## src/rtl/sar_search_pkg.sv

```systemverilog
// Shared definitions for the successive-approximation search controller and
// the benches that drive it against a magnitude comparator.
package sar_search_pkg;

   typedef enum logic [1:0] {
      IDLE  = 2'd0,
      PROBE = 2'd1,
      DONE  = 2'd2
   } sar_state_t;

   // A well-formed comparator result has exactly one of gt/eq/lt set.
   function automatic logic cmp_onehot(input logic gt, input logic eq, input logic lt);
      return ({gt, eq, lt} == 3'b100) || ({gt, eq, lt} == 3'b010) || ({gt, eq, lt} == 3'b001);
   endfunction

endpackage

```

## src/rtl/sar_search.sv

```systemverilog
// Successive-approximation search: drives trial values to an external
// magnitude comparator and converges on the hidden target MSB first.
module sar_search
   import sar_search_pkg::*;
#(
   parameter int WIDTH  = 4,
   parameter int SETTLE = 0
) (
   input  logic             clk,
   input  logic             rst_n,
   input  logic             start,
   input  logic             abort,
   input  logic             cmp_gt,
   input  logic             cmp_eq,
   input  logic             cmp_lt,
   output logic [WIDTH-1:0] guess,
   output logic             busy,
   output logic             done,
   output logic             err,
   output logic [WIDTH-1:0] result
);

   localparam int BW = (WIDTH > 1) ? $clog2(WIDTH) : 1;

   sar_state_t       r_state,  w_state_nxt;
   logic [WIDTH-1:0] r_acc,    w_acc_nxt;
   logic [WIDTH-1:0] r_guess,  w_guess_nxt;
   logic [WIDTH-1:0] r_result, w_result_nxt;
   logic [BW-1:0]    r_bit,    w_bit_nxt;
   logic [3:0]       r_settle, w_settle_nxt;
   logic             r_err,    w_err_nxt;

   logic [WIDTH-1:0] w_mask;
   logic [WIDTH-1:0] w_acc_upd;

   assign w_mask    = WIDTH'(1) << r_bit;
   assign w_acc_upd = cmp_gt ? (r_acc | w_mask) : (r_acc & ~w_mask);

   // NOTE: every next-state signal takes its hold value first, so no path
   // through the case statement can leave one unassigned and infer a latch.
   always_comb begin
      w_state_nxt  = r_state;
      w_acc_nxt    = r_acc;
      w_guess_nxt  = r_guess;
      w_result_nxt = r_result;
      w_bit_nxt    = r_bit;
      w_settle_nxt = r_settle;
      w_err_nxt    = r_err;

      case (r_state)
         IDLE: begin
            if (start) begin
               w_acc_nxt    = '0;
               w_bit_nxt    = BW'(WIDTH - 1);
               w_guess_nxt  = WIDTH'(1) << (WIDTH - 1);
               w_settle_nxt = 4'(SETTLE);
               w_err_nxt    = 1'b0;
               w_state_nxt  = PROBE;
            end
         end

         PROBE: begin
            if (abort) begin
               w_state_nxt = IDLE;
            end else if (r_settle != 4'd0) begin
               w_settle_nxt = r_settle - 4'd1;
            end else if (!cmp_onehot(cmp_gt, cmp_eq, cmp_lt)) begin
               w_err_nxt    = 1'b1;
               w_result_nxt = r_acc & ~w_mask;
               w_state_nxt  = DONE;
            end else if (cmp_eq) begin
               w_result_nxt = r_guess;
               w_state_nxt  = DONE;
            end else if (r_bit == '0) begin
               w_acc_nxt    = w_acc_upd;
               w_result_nxt = w_acc_upd;
               w_state_nxt  = DONE;
            end else begin
               // The next trial bit is the current mask shifted one place down.
               w_acc_nxt    = w_acc_upd;
               w_bit_nxt    = r_bit - BW'(1);
               w_guess_nxt  = w_acc_upd | (w_mask >> 1);
               w_settle_nxt = 4'(SETTLE);
            end
         end

         DONE: begin
            w_state_nxt = IDLE;
         end

         default: begin
            w_state_nxt = IDLE;
         end
      endcase
   end

   // NOTE: state registers use non-blocking assignments so every flop samples
   // the pre-edge values regardless of statement order.
   always_ff @(posedge clk) begin
      if (!rst_n) begin
         r_state  <= IDLE;
         r_acc    <= '0;
         r_guess  <= '0;
         r_result <= '0;
         r_bit    <= BW'(WIDTH - 1);
         r_settle <= 4'd0;
         r_err    <= 1'b0;
      end else begin
         r_state  <= w_state_nxt;
         r_acc    <= w_acc_nxt;
         r_guess  <= w_guess_nxt;
         r_result <= w_result_nxt;
         r_bit    <= w_bit_nxt;
         r_settle <= w_settle_nxt;
         r_err    <= w_err_nxt;
      end
   end

   assign guess  = r_guess;
   assign result = r_result;
   assign err    = r_err;
   assign busy   = (r_state == PROBE);
   assign done   = (r_state == DONE);

endmodule

```

## config.mk

```make
export PLATFORM = sky130hd
export DESIGN_NAME = sar_search
export DESIGN_NICKNAME = d
export VERILOG_FILES = /design/src/rtl/sar_search_pkg.sv /design/src/rtl/sar_search.sv
export SDC_FILE = /design/constraint.sdc
export NUM_CORES = 1
export LEC_CHECK = 0
export ABC_AREA = 1
export CAP_MARGIN = 20
export CORE_UTILIZATION = 50
export DETAILED_ROUTE_END_ITERATION = 10
export PLACE_DENSITY_LB_ADDON = 0.25
export SKIP_CTS_REPAIR_TIMING = 1
export SYNTH_ARGS = -nofsm -noshare
export SYNTH_HDL_FRONTEND = slang
export SYNTH_SLANG_ARGS = --single-unit
```

## constraint.sdc

```tcl
create_clock -name clk -period 1.9 [get_ports clk]
set_clock_uncertainty 0.2 [all_clocks]
set_input_delay 0.57 -clock clk [delete_from_list [all_inputs] [get_ports clk]]
set_output_delay 0.57 -clock clk [all_outputs]
set_load 0.02 [all_outputs]
```

==> impl_results.md, run 1 <==
- Outcome: finished, final reports clean
- Final count of hold timing violations: 0
- Routed len/inst: 12.2 µm
- TritonCTS clock tree: done
- Horiz. Die Dim: approximately 53 µm
- Fraction of registers with async set or reset after synthesis: 0%
- Share of the yosys chip area belonging to registers: about a third
- DRC violation total after the first TritonRoute iteration: 30
- Post-synthesis area per instance: 6.53 µm²
- Actual slew at the worst max-slew pin: slightly below 0.3 ns
- Total DRC errors in the routed layout: 0
- Via count: 1346
- Area share of the leading cell type in the synthesized netlist: approximately a third
- Synth Register Bits: 21
- Placeable core region: 2450 µm²
- Number of nets with antenna violations after detailed routing: 0
- Final HPWL DP: between 2000 and 2500 µm
- Sort of element at the end of the critical path: output port
- Synthesized Nets: between 200 and 250
- Worst-path fanout max: 3
- Largest net degree at the start of global routing: 12
- Final net count: 250
- Power Density: 1040 nW/µm²
- Cell at the root of the clock tree: clkbuf_4
- Std-Cell Rows: 18
- Insertion delay to the later sink of the worst-skew pair: a little over 0.3 ns
- Initial core utilization: between 50% and 60%
- Overall die area: between 2000 and 3000 µm²
- Tot GR Track Use: between 20% and 30%
- Data arrival time of the critical path: 1.08 ns
- Area of the mapped netlist: around 1300 µm²
- Post-route fraction of the period consumed by the critical path: approximately 97%
- Type of the worst setup path: register to output port
- Tightest slew margin relative to the limit: about four fifths
- Fraction of layout cells with a size suffix above 1: between 20% and 30%
- Minimum hold slack: between 0.2 and 0.3 ns
- Final RePlAce weighted congestion: 0.849
- Shortest clock period the worst path allows after layout: around 1.8 ns
- Highest clock rate: 542 MHz
- Most used standard cells in the synthesized netlist: nand2_1, nor2_1, inv_1
- Final setup violation count: 0
- Register clock-pin slew on the reported worst setup and hold paths: between 0.1 and 0.15 ns
- CTS H-tree depth: 1
- Dominant synthesized flop cell: dfxtp_1
- Vias per Instance: about 5.1
- Global-route wire length before repair: about 4800 µm
- Max-slew violation count: 0
- Port bufs: 17
- Number of global-route vias before repair: 1156
- Maximum vdd ir drop: 0.789 mV
- Antenna violations before repair: 0
- Cell leakage power: 0.00104 µW
- DRT Wirelength: 3240 µm
- Final antenna diode count: 0
- Worst path required time: ~1.1 ns
- Area leader, netlist: dfxtp_1
- Num CTS Buffers: 3
- Synth Instances: around 200
- I/O pin total: 18
- RSZ-0062 raised after global routing: no
- Leading cell type by number of instances after synthesis: nand2_1
- P&R area growth vs syn: 34.2%
- CTS sink count: 21
- Synthesis Warnings: 0
- Area contributors post-synth: dfxtp_1, nand2_1, nor2_1, inv_1, ha_1
- Number of unique standard cell types used by synthesis: 21
- Startpoint type of the worst setup path: register
- Final core utilization: a little over two thirds
- Max-cap violation count: 0
- Number of enable-type register cells in the synthesized netlist: 0
- Die Ht: 52.8 µm
- Number of iterations in the first detailed-routing pass: 4
- HP Class: register to register
- Buffers from clock root to sink, at most: 2
- Sum of overflow across all layers after global routing: 0
==> critical path, cell delays in order (launching register included) <==
cell and delay (ns):
dfxtp_1 0.34, inv_2 0.07, nand2_2 0.06, inv_2 0.06, dlymetal6s2s_1 0.23
==> layout by cell type (no fill, tap or decap), types with 5 or more instances in the layout <==
cell,count
buf_4,18
a21oi_1,7
inv_1,25
inv_2,6
dlymetal6s2s_1,14
nand2_1,54
dfxtp_1,20
nand3_2,5
nand2_2,7
o21ai_0,13
nor2_1,25
ha_1,6
nand3_1,12
==> sequential cells by signal, summed over array words and instances, names as in the netlist <==
register and count:
result 4, r_state 2, guess 4, r_acc 4, err 1, r_settle 4
r_bit 2
==> final timing paths <==
kind / start / end / slack, ns / depth (start not counted)
setup reg to reg: r_settle[0] / r_bit[1] / 0.17 / 8
hold / removal: r_acc[3] / r_acc[3] / 0.30 / 2
hold reg to reg: r_acc[3] / r_acc[3] / 0.30 / 2
setup / recovery: r_state[1] / busy / 0.05 / 4
==> metal layers <==
metal	vias to the layer above	track usage [%]	share of wire [%]
met3	7	3.19	5.5
met2	33	41.4	47
met1	613	28.3	46
met4	0	12.7	2.2
li1	693	-	-
met5	-	0	0
==> power by group <==
group	internal (µW)	leakage [µW]	switching (µW)
Clock	82.1	0.0000150	144
Combinational	400	0.000849	595
Sequential	525	0.000171	52.2
Total	1010	0.00104	791
==> stage by stage <==
step	setup TNS (ns)	std cells	area, µm²	setup WS, ns	power (µW)
after detailed placement	-6.28	256	1570	-0.375	1470
final	0	266	1730	0.0544	1800
after global routing	0	266	1730	0.0153	1930
after global placement	-5.14	256	1570	-0.303	1430
after floorplan	0	198	1290	0.296	1190
after CTS	-2.18	260	1600	-0.342	1690
==> cell type report <==
type,instances,area (µm²)
clock buffers,4,26.3
fillers,217,721
inverters,31,116
multi-input cells,143,769
flip-flops and latches,21,422
well taps,30,37.5
repair buffers,37,363
==> kinds of logic after synthesis <==
kind of cell,Yosys count,synth area share [%]
fa+ha+maj,6,5.81
flops,21,32.5
xor+xnor,1,0.678
buf+inv,35,12.0
simple gates,111,38.7
compound gates,24,10.3
Power figures use the tool's default switching activity.
==> inputs of run 2 (changes only) <==
--- a/config.mk
+++ b/config.mk
@@ -9,7 +9,7 @@
 export CAP_MARGIN = 20
 export CORE_UTILIZATION = 50
 export DETAILED_ROUTE_END_ITERATION = 10
-export PLACE_DENSITY_LB_ADDON = 0.25
+export PLACE_DENSITY = 0.74
 export SKIP_CTS_REPAIR_TIMING = 1
 export SYNTH_ARGS = -nofsm -noshare
 export SYNTH_HDL_FRONTEND = slang
==> impl_results.md, run 2 (same netlist as run 1, synthesis figures left out) <==
- Outcome: finished, final reports clean
- Worst path required time: 1.13 ns (about the same)
- Antenna violations before repair: 0 (unchanged)
- Global-route wire length before repair: 4970 µm (+4.3%)
- Most frequent standard cell in the layout excluding fill and tap cells: nand2_1
- Routed len/inst: 12.4 µm (+1.9%)
- Sum of overflow across all layers after global routing: 0 (unchanged)
- Die Ht: 52.8 µm (unchanged)
- Final antenna diode count: 0 (unchanged)
- Data arrival time of the critical path: 1.03 ns (-0.05 ns)
- Switching power: 777 µW (-1.8%)
- Int Pwr: 982 µW (-2.5%)
- Std-Cell Rows: 18 (unchanged)
- Max-cap violation count: 0 (unchanged)
- CTS H-tree depth: 1 (unchanged)
- DRT Wirelength: 3260 µm (+0.37%)
- Tightest slew margin relative to the limit: 80.9% (+0.66 points)
- Clk pwr share: 12.8% (+0.2 points)
- Cell at the root of the clock tree: clkbuf_4
- Final RePlAce weighted congestion: 0.864 (+1.8%)
- Sw Share: 44.2% (+0.18 points)
- HP Class: register to register
- Register clock-pin slew on the reported worst setup and hold paths: 0.12 ns (about the same)
- Actual slew at the worst max-slew pin: 0.286 ns (-0.00987 ns)
- Area of the multi-input gates: 781 µm² (+1.5%)
- TritonCTS clock tree: done
- Initial core utilization: 52.7% (unchanged)
- Cell leakage power: 0.000984 µW (-4.9%)
- Fraction of layout cells with a size suffix above 1: 20.3% (-1.4 points)
- Met3 layer usage reported by global route: 4.06% (+0.87 points)
- Sort of element at the end of the critical path: output port
- Horiz. Die Dim: 52.8 µm (unchanged)
- Maximum vdd ir drop: 0.854 mV (+8.3%)
- P&R area growth vs syn: 31.6%
- Max-slew violation count: 0 (unchanged)
- Vias per Instance: 5.02 (-0.81%)
- Sequential cell fraction of total power: 32.7% (+0.6 points)
- Insertion delay to the later sink of the worst-skew pair: 0.31 ns (about the same)
- Startpoint type of the worst setup path: register
- Final core utilization: 69.3% (-1.4 points)
- Final count of hold timing violations: 0 (unchanged)
- Largest net degree at the start of global routing: 12 (unchanged)
- Highest clock rate: 557 MHz (+2.8%)
- Final net count: 246 (-1.6%)
- DRC violation total after the first TritonRoute iteration: 30 (unchanged)
- Power Density: 1030 nW/µm² (-0.23%)
- Most Crowded Layer GR: met2
- Total DRC errors in the routed layout: 0 (unchanged)
- Met2 Resource Use GR: 41.8% (+0.42 points)
- Tot GR Track Use: 24.6% (+0.65 points)
- I/O pin total: 18 (unchanged)
- Minimum hold slack: 0.280 ns (-0.0195 ns)
- Total negative setup slack: 0 ns (unchanged)
- Final setup violation count: 0 (unchanged)
- Overall die area: 2790 µm² (unchanged)
- Placeable core region: 2450 µm² (unchanged)
- Number of iterations in the first detailed-routing pass: 5 (+1)
- Worst-path fanout max: 3 (unchanged)
- Type of the worst setup path: register to output port
- Top library cells by usage in the layout, fill and taps aside: nand2_1, nor2_1, inv_1, dfxtp_1, buf_4
- Final HPWL DP: 2320 µm (-0.72%)
- Buffers from clock root to sink, at most: 2 (unchanged)
- CTS sink count: 21 (unchanged)
- Port bufs: 17 (unchanged)
- Combinational share of power: 54.4% (-0.9 points)
- Filler cell count in the final layout: 217 (unchanged)
- Via count: 1315 (-2.3%)
- Grt met1 use: 30.3% (+2.0 points)
- Number of global-route vias before repair: 1144 (-1.0%)
- Post-route fraction of the period consumed by the critical path: 94.5% (-2.6 points)
- Number of nets with antenna violations after detailed routing: 0 (unchanged)
- Num CTS Buffers: 3 (unchanged)
- Area taken by flip-flops and latches: 422 µm² (unchanged)
- Shortest clock period the worst path allows after layout: 1.80 ns (-0.0495 ns)
==> run 2: cell count changes in the layout (fill, tap and decap cells not counted), sizes merged <==
| cell | before | now |
|---|---|---|
| dlymetal6s2s | 14 | 12 |
| buf | 20 | 16 |
| clkbuf | 4 | 6 |
==> run 2: per-layer routing <==
| metal | vias to the layer above | share of wire (%) | routed length (µm) |
|---|---|---|---|
| li1 | 684 | - | - |
| met1 | 589 | 44 | 1440 |
| met2 | 38 | 50 | 1640 |
| met3 | 4 | 4.8 | 156 |
| met4 | 0 | 0.52 | 17 |
| met5 | - | 0 | 0 |
==> run 2: worst max-delay path, cell delays in order, from the launching register on <==
cell	delay, ns
dfxtp_1	0.34
inv_2	0.07
nand2_2	0.07
inv_2	0.08
clkbuf_2	0.16
==> run 2: final cells by class <==
| cell class | count | share of cell area [%] |
|---|---|---|
| sequential | 21 | 24.8 |
| clock buffer | 4 | 1.55 |
| multi-input combinational | 143 | 45.9 |
| tap | 30 | 2.21 |
| timing repair buffer | 33 | 18.7 |
| inverter | 31 | 6.84 |
==> run 2: power by group through the flow <==
stage / combinational (µW) / clock (µW) / sequential, µW
after CTS: 883 / 229 / 577
after detailed placement: 876 / 0 / 586
after global placement: 844 / 0 / 582
after floorplan: 552 / 0 / 636
final: 957 / 226 / 576
after global routing: 1070 / 252 / 588
==> run 2: final timing paths <==
check        slack (ns)  endpoint  cells after the start         from
max                0.10      busy                      4   r_state[1]
min                0.28       err                      2          err
max reg2reg        0.12  r_acc[1]                      8  r_settle[0]
min reg2reg        0.28       err                      2          err
==> run 2: per-stage QoR <==
| stage | power (µW) | std cells | cell area, µm² | worst slack (ns) |
|---|---|---|---|---|
| finish | 1760 | 262 | 1700 | 0.104 |
| global route | 1910 | 262 | 1700 | -0.00250 |
| CTS | 1690 | 260 | 1600 | -0.330 |
| detailed placement | 1460 | 256 | 1570 | -0.379 |
| global placement | 1430 | 256 | 1570 | -0.327 |
| floorplan | 1190 | 198 | 1290 | 0.296 |
==> inputs of run 3 (changes only) <==
--- a/config.mk
+++ b/config.mk
@@ -9,7 +9,7 @@
 export CAP_MARGIN = 20
 export CORE_UTILIZATION = 50
 export DETAILED_ROUTE_END_ITERATION = 10
-export PLACE_DENSITY = 0.74
+export DONT_BUFFER_PORTS = 1
 export SKIP_CTS_REPAIR_TIMING = 1
 export SYNTH_ARGS = -nofsm -noshare
 export SYNTH_HDL_FRONTEND = slang
==> impl_results.md, run 3 (same netlist as run 1, synthesis figures left out) <==
- Number of nets with antenna violations after detailed routing: 0 (unchanged)
- Count of cells along the worst register-to-register path: 9 (+1)
- Final setup violation count: 0 (unchanged)
- Maximum single-stage delay on the critical path: 0.34 ns (about the same)
- Highest clock rate: 535 MHz (-3.9%)
- Sw Share: 45.3% (+1.2 points)
- Antenna violations before repair: 0 (unchanged)
- Most frequent standard cell in the layout excluding fill and tap cells: nand2_1
- Register clock-pin slew on the reported worst setup and hold paths: 0.13 ns (about the same)
- Top library cells by usage in the layout, fill and taps aside: nand2_1, nor2_1, inv_1, dfxtp_1, o21ai_0
- Ordered cell list for the critical path: inv_2 > nand2_2 > inv_6 > buf_4
- Buffers from clock root to sink, at most: 2 (unchanged)
- Num CTS Buffers: 3 (unchanged)
- Final count of hold timing violations: 0 (unchanged)
- Switching power: 692 µW (-11%)
- I/O pin total: 18 (unchanged)
- Placement-stage cell area: 1310 µm² (-17%)
- Minimum hold slack: 0.133 ns (-0.147 ns)
- Final net count: 214 (-13%)
- Insertion delay to the later sink of the worst-skew pair: 0.31 ns (about the same)
- Largest net degree at the start of global routing: 15 (+3)
- Area of the multi-input gates: 728 µm² (-6.7%)
- Int Pwr: 834 µW (-15%)
- Area taken by flip-flops and latches: 422 µm² (unchanged)
- Type of the worst setup path: register to output port
- Worst-path fanout max: 11 (+8)
- Total design power: 1530 µW (-13%)
- Top cell family by delay on the critical path: flip-flops
- HP Class: input pin to register
- Cell with the biggest individual delay on the critical path: dfxtp_1
- Vias per Instance: 5.16 (+2.7%)
- Number of global-route vias before repair: 1007 (-12%)
- Worst path required time: 1.13 ns (about the same)
- DRC violation total after the first TritonRoute iteration: 23 (-23%)
- Global-route wire length before repair: 4260 µm (-14%)
- Std-Cell Rows: 18 (unchanged)
- DRT Wirelength: 2610 µm (-20%)
- Shortest clock period the worst path allows after layout: 1.87 ns (+0.0735 ns)
- TritonCTS clock tree: done
- RSZ-0062 raised after global routing: yes
- Die Ht: 52.8 µm (unchanged)
- Hold path cells: 1 (-1)
- Final core utilization: 55.0% (-14 points)
- Power Density: 1130 nW/µm² (+9.2%)
- Actual slew at the worst max-slew pin: 0.370 ns (+0.0847 ns)
- Port bufs: 0 (-17)
- Sort of element at the end of the critical path: output port
- Startpoint type of the worst setup path: register
- Filler cell count in the final layout: 240 (+11%)
- Via count: 1186 (-9.8%)
- Buffers & Inverters on Critical Path: 3 (unchanged)
- Tightest slew margin relative to the limit: 75.2% (-5.7 points)
- Cell depth of the worst setup path: 4 (unchanged)
- Initial core utilization: 52.7% (unchanged)
- Fraction of layout cells with a size suffix above 1: 13.5% (-6.8 points)
- Number of iterations in the first detailed-routing pass: 5 (unchanged)
- Fin area: 1350 µm² (-21%)
- Total DRC errors in the routed layout: 0 (unchanged)
- Overall die area: 2790 µm² (unchanged)
- Tot GR Track Use: 21.3% (-3.3 points)
- CTS H-tree depth: 1 (unchanged)
- Final antenna diode count: 0 (unchanged)
- Final RePlAce weighted congestion: 0.784 (-9.2%)
- Combinational share of power: 43.2% (-11 points)
- Routed len/inst: 11.3 µm (-8.7%)
- Max-cap violation count: 0 (unchanged)
- P&R area growth vs syn: 4.55%
- Outcome: finished, final reports clean
- Post-route fraction of the period consumed by the critical path: 98.4% (+3.9 points)
- Horiz. Die Dim: 52.8 µm (unchanged)
- Maximum vdd ir drop: 0.601 mV (-30%)
- Sum of overflow across all layers after global routing: 0 (unchanged)
- Cell leakage power: 0.000665 µW (-32%)
- Placeable core region: 2450 µm² (unchanged)
- Max-slew violation count: 0 (unchanged)
- Final HPWL DP: 1980 µm (-14%)
- Data arrival time of the critical path: 1.10 ns (+0.07 ns)
- Sequential cell fraction of total power: 41.9% (+9.2 points)
- Clk pwr share: 14.9% (+2.1 points)
- CTS sink count: 21 (unchanged)
- Cell at the root of the clock tree: clkbuf_4
run 3: cell count changes in the layout (fill, tap and decap cells not counted), moves of 2 or more:
cell,before,now
dlymetal6s2s_1,12,0
nand2_1,54,56
buf_4,14,2
o21ai_1,3,1
o21ai_0,12,14
clkbuf_2,2,0
clkdlybuf4s50_1,3,0
buf_6,2,0
run 3: cell type report:
cell class	instances	share of cell area (%)
Tap cell	30	2.78
Timing Repair Buffer	2	1.11
Sequential cell	21	31.2
Inverter	31	8.98
Clock inverter	1	0.370
Clock buffer	3	1.67
Multi-Input combinational cell	142	53.9
run 3: final timing paths:
path	slack [ns]	to	from
max	0.03	busy	r_state[1]
min reg2reg	0.30	r_acc[0]	r_acc[0]
min	0.13	r_bit[1]	rst_n
max reg2reg	0.20	result[0]	r_bit[0]
run 3: power groups by stage:
stage | clock network (µW) | registers (µW) | logic, µW
finish | 228 | 639 | 659
global route | 257 | 652 | 773
CTS | 238 | 639 | 641
detailed placement | 0 | 649 | 637
global placement | 0 | 647 | 625
floorplan | 0 | 636 | 552
run 3: layer usage:
layer / GRT usage [%] / up-vias / share of wire [%]
met5: 0 / - / 0
met4: 10.5 / 0 / 2.1
met3: 2.61 / 6 / 4.4
met2: 37.3 / 27 / 50
met1: 25.1 / 534 / 44
li1: - / 619 / -
run 3: stage by stage:
stage,setup TNS (ns),setup WS (ns),cells
floorplan,0,0.296,198
global placement,0,0.165,226
detailed placement,0,0.123,226
CTS,-0.0958,-0.0958,230
global route,-0.0199,-0.0199,230
finish,0,0.0304,230
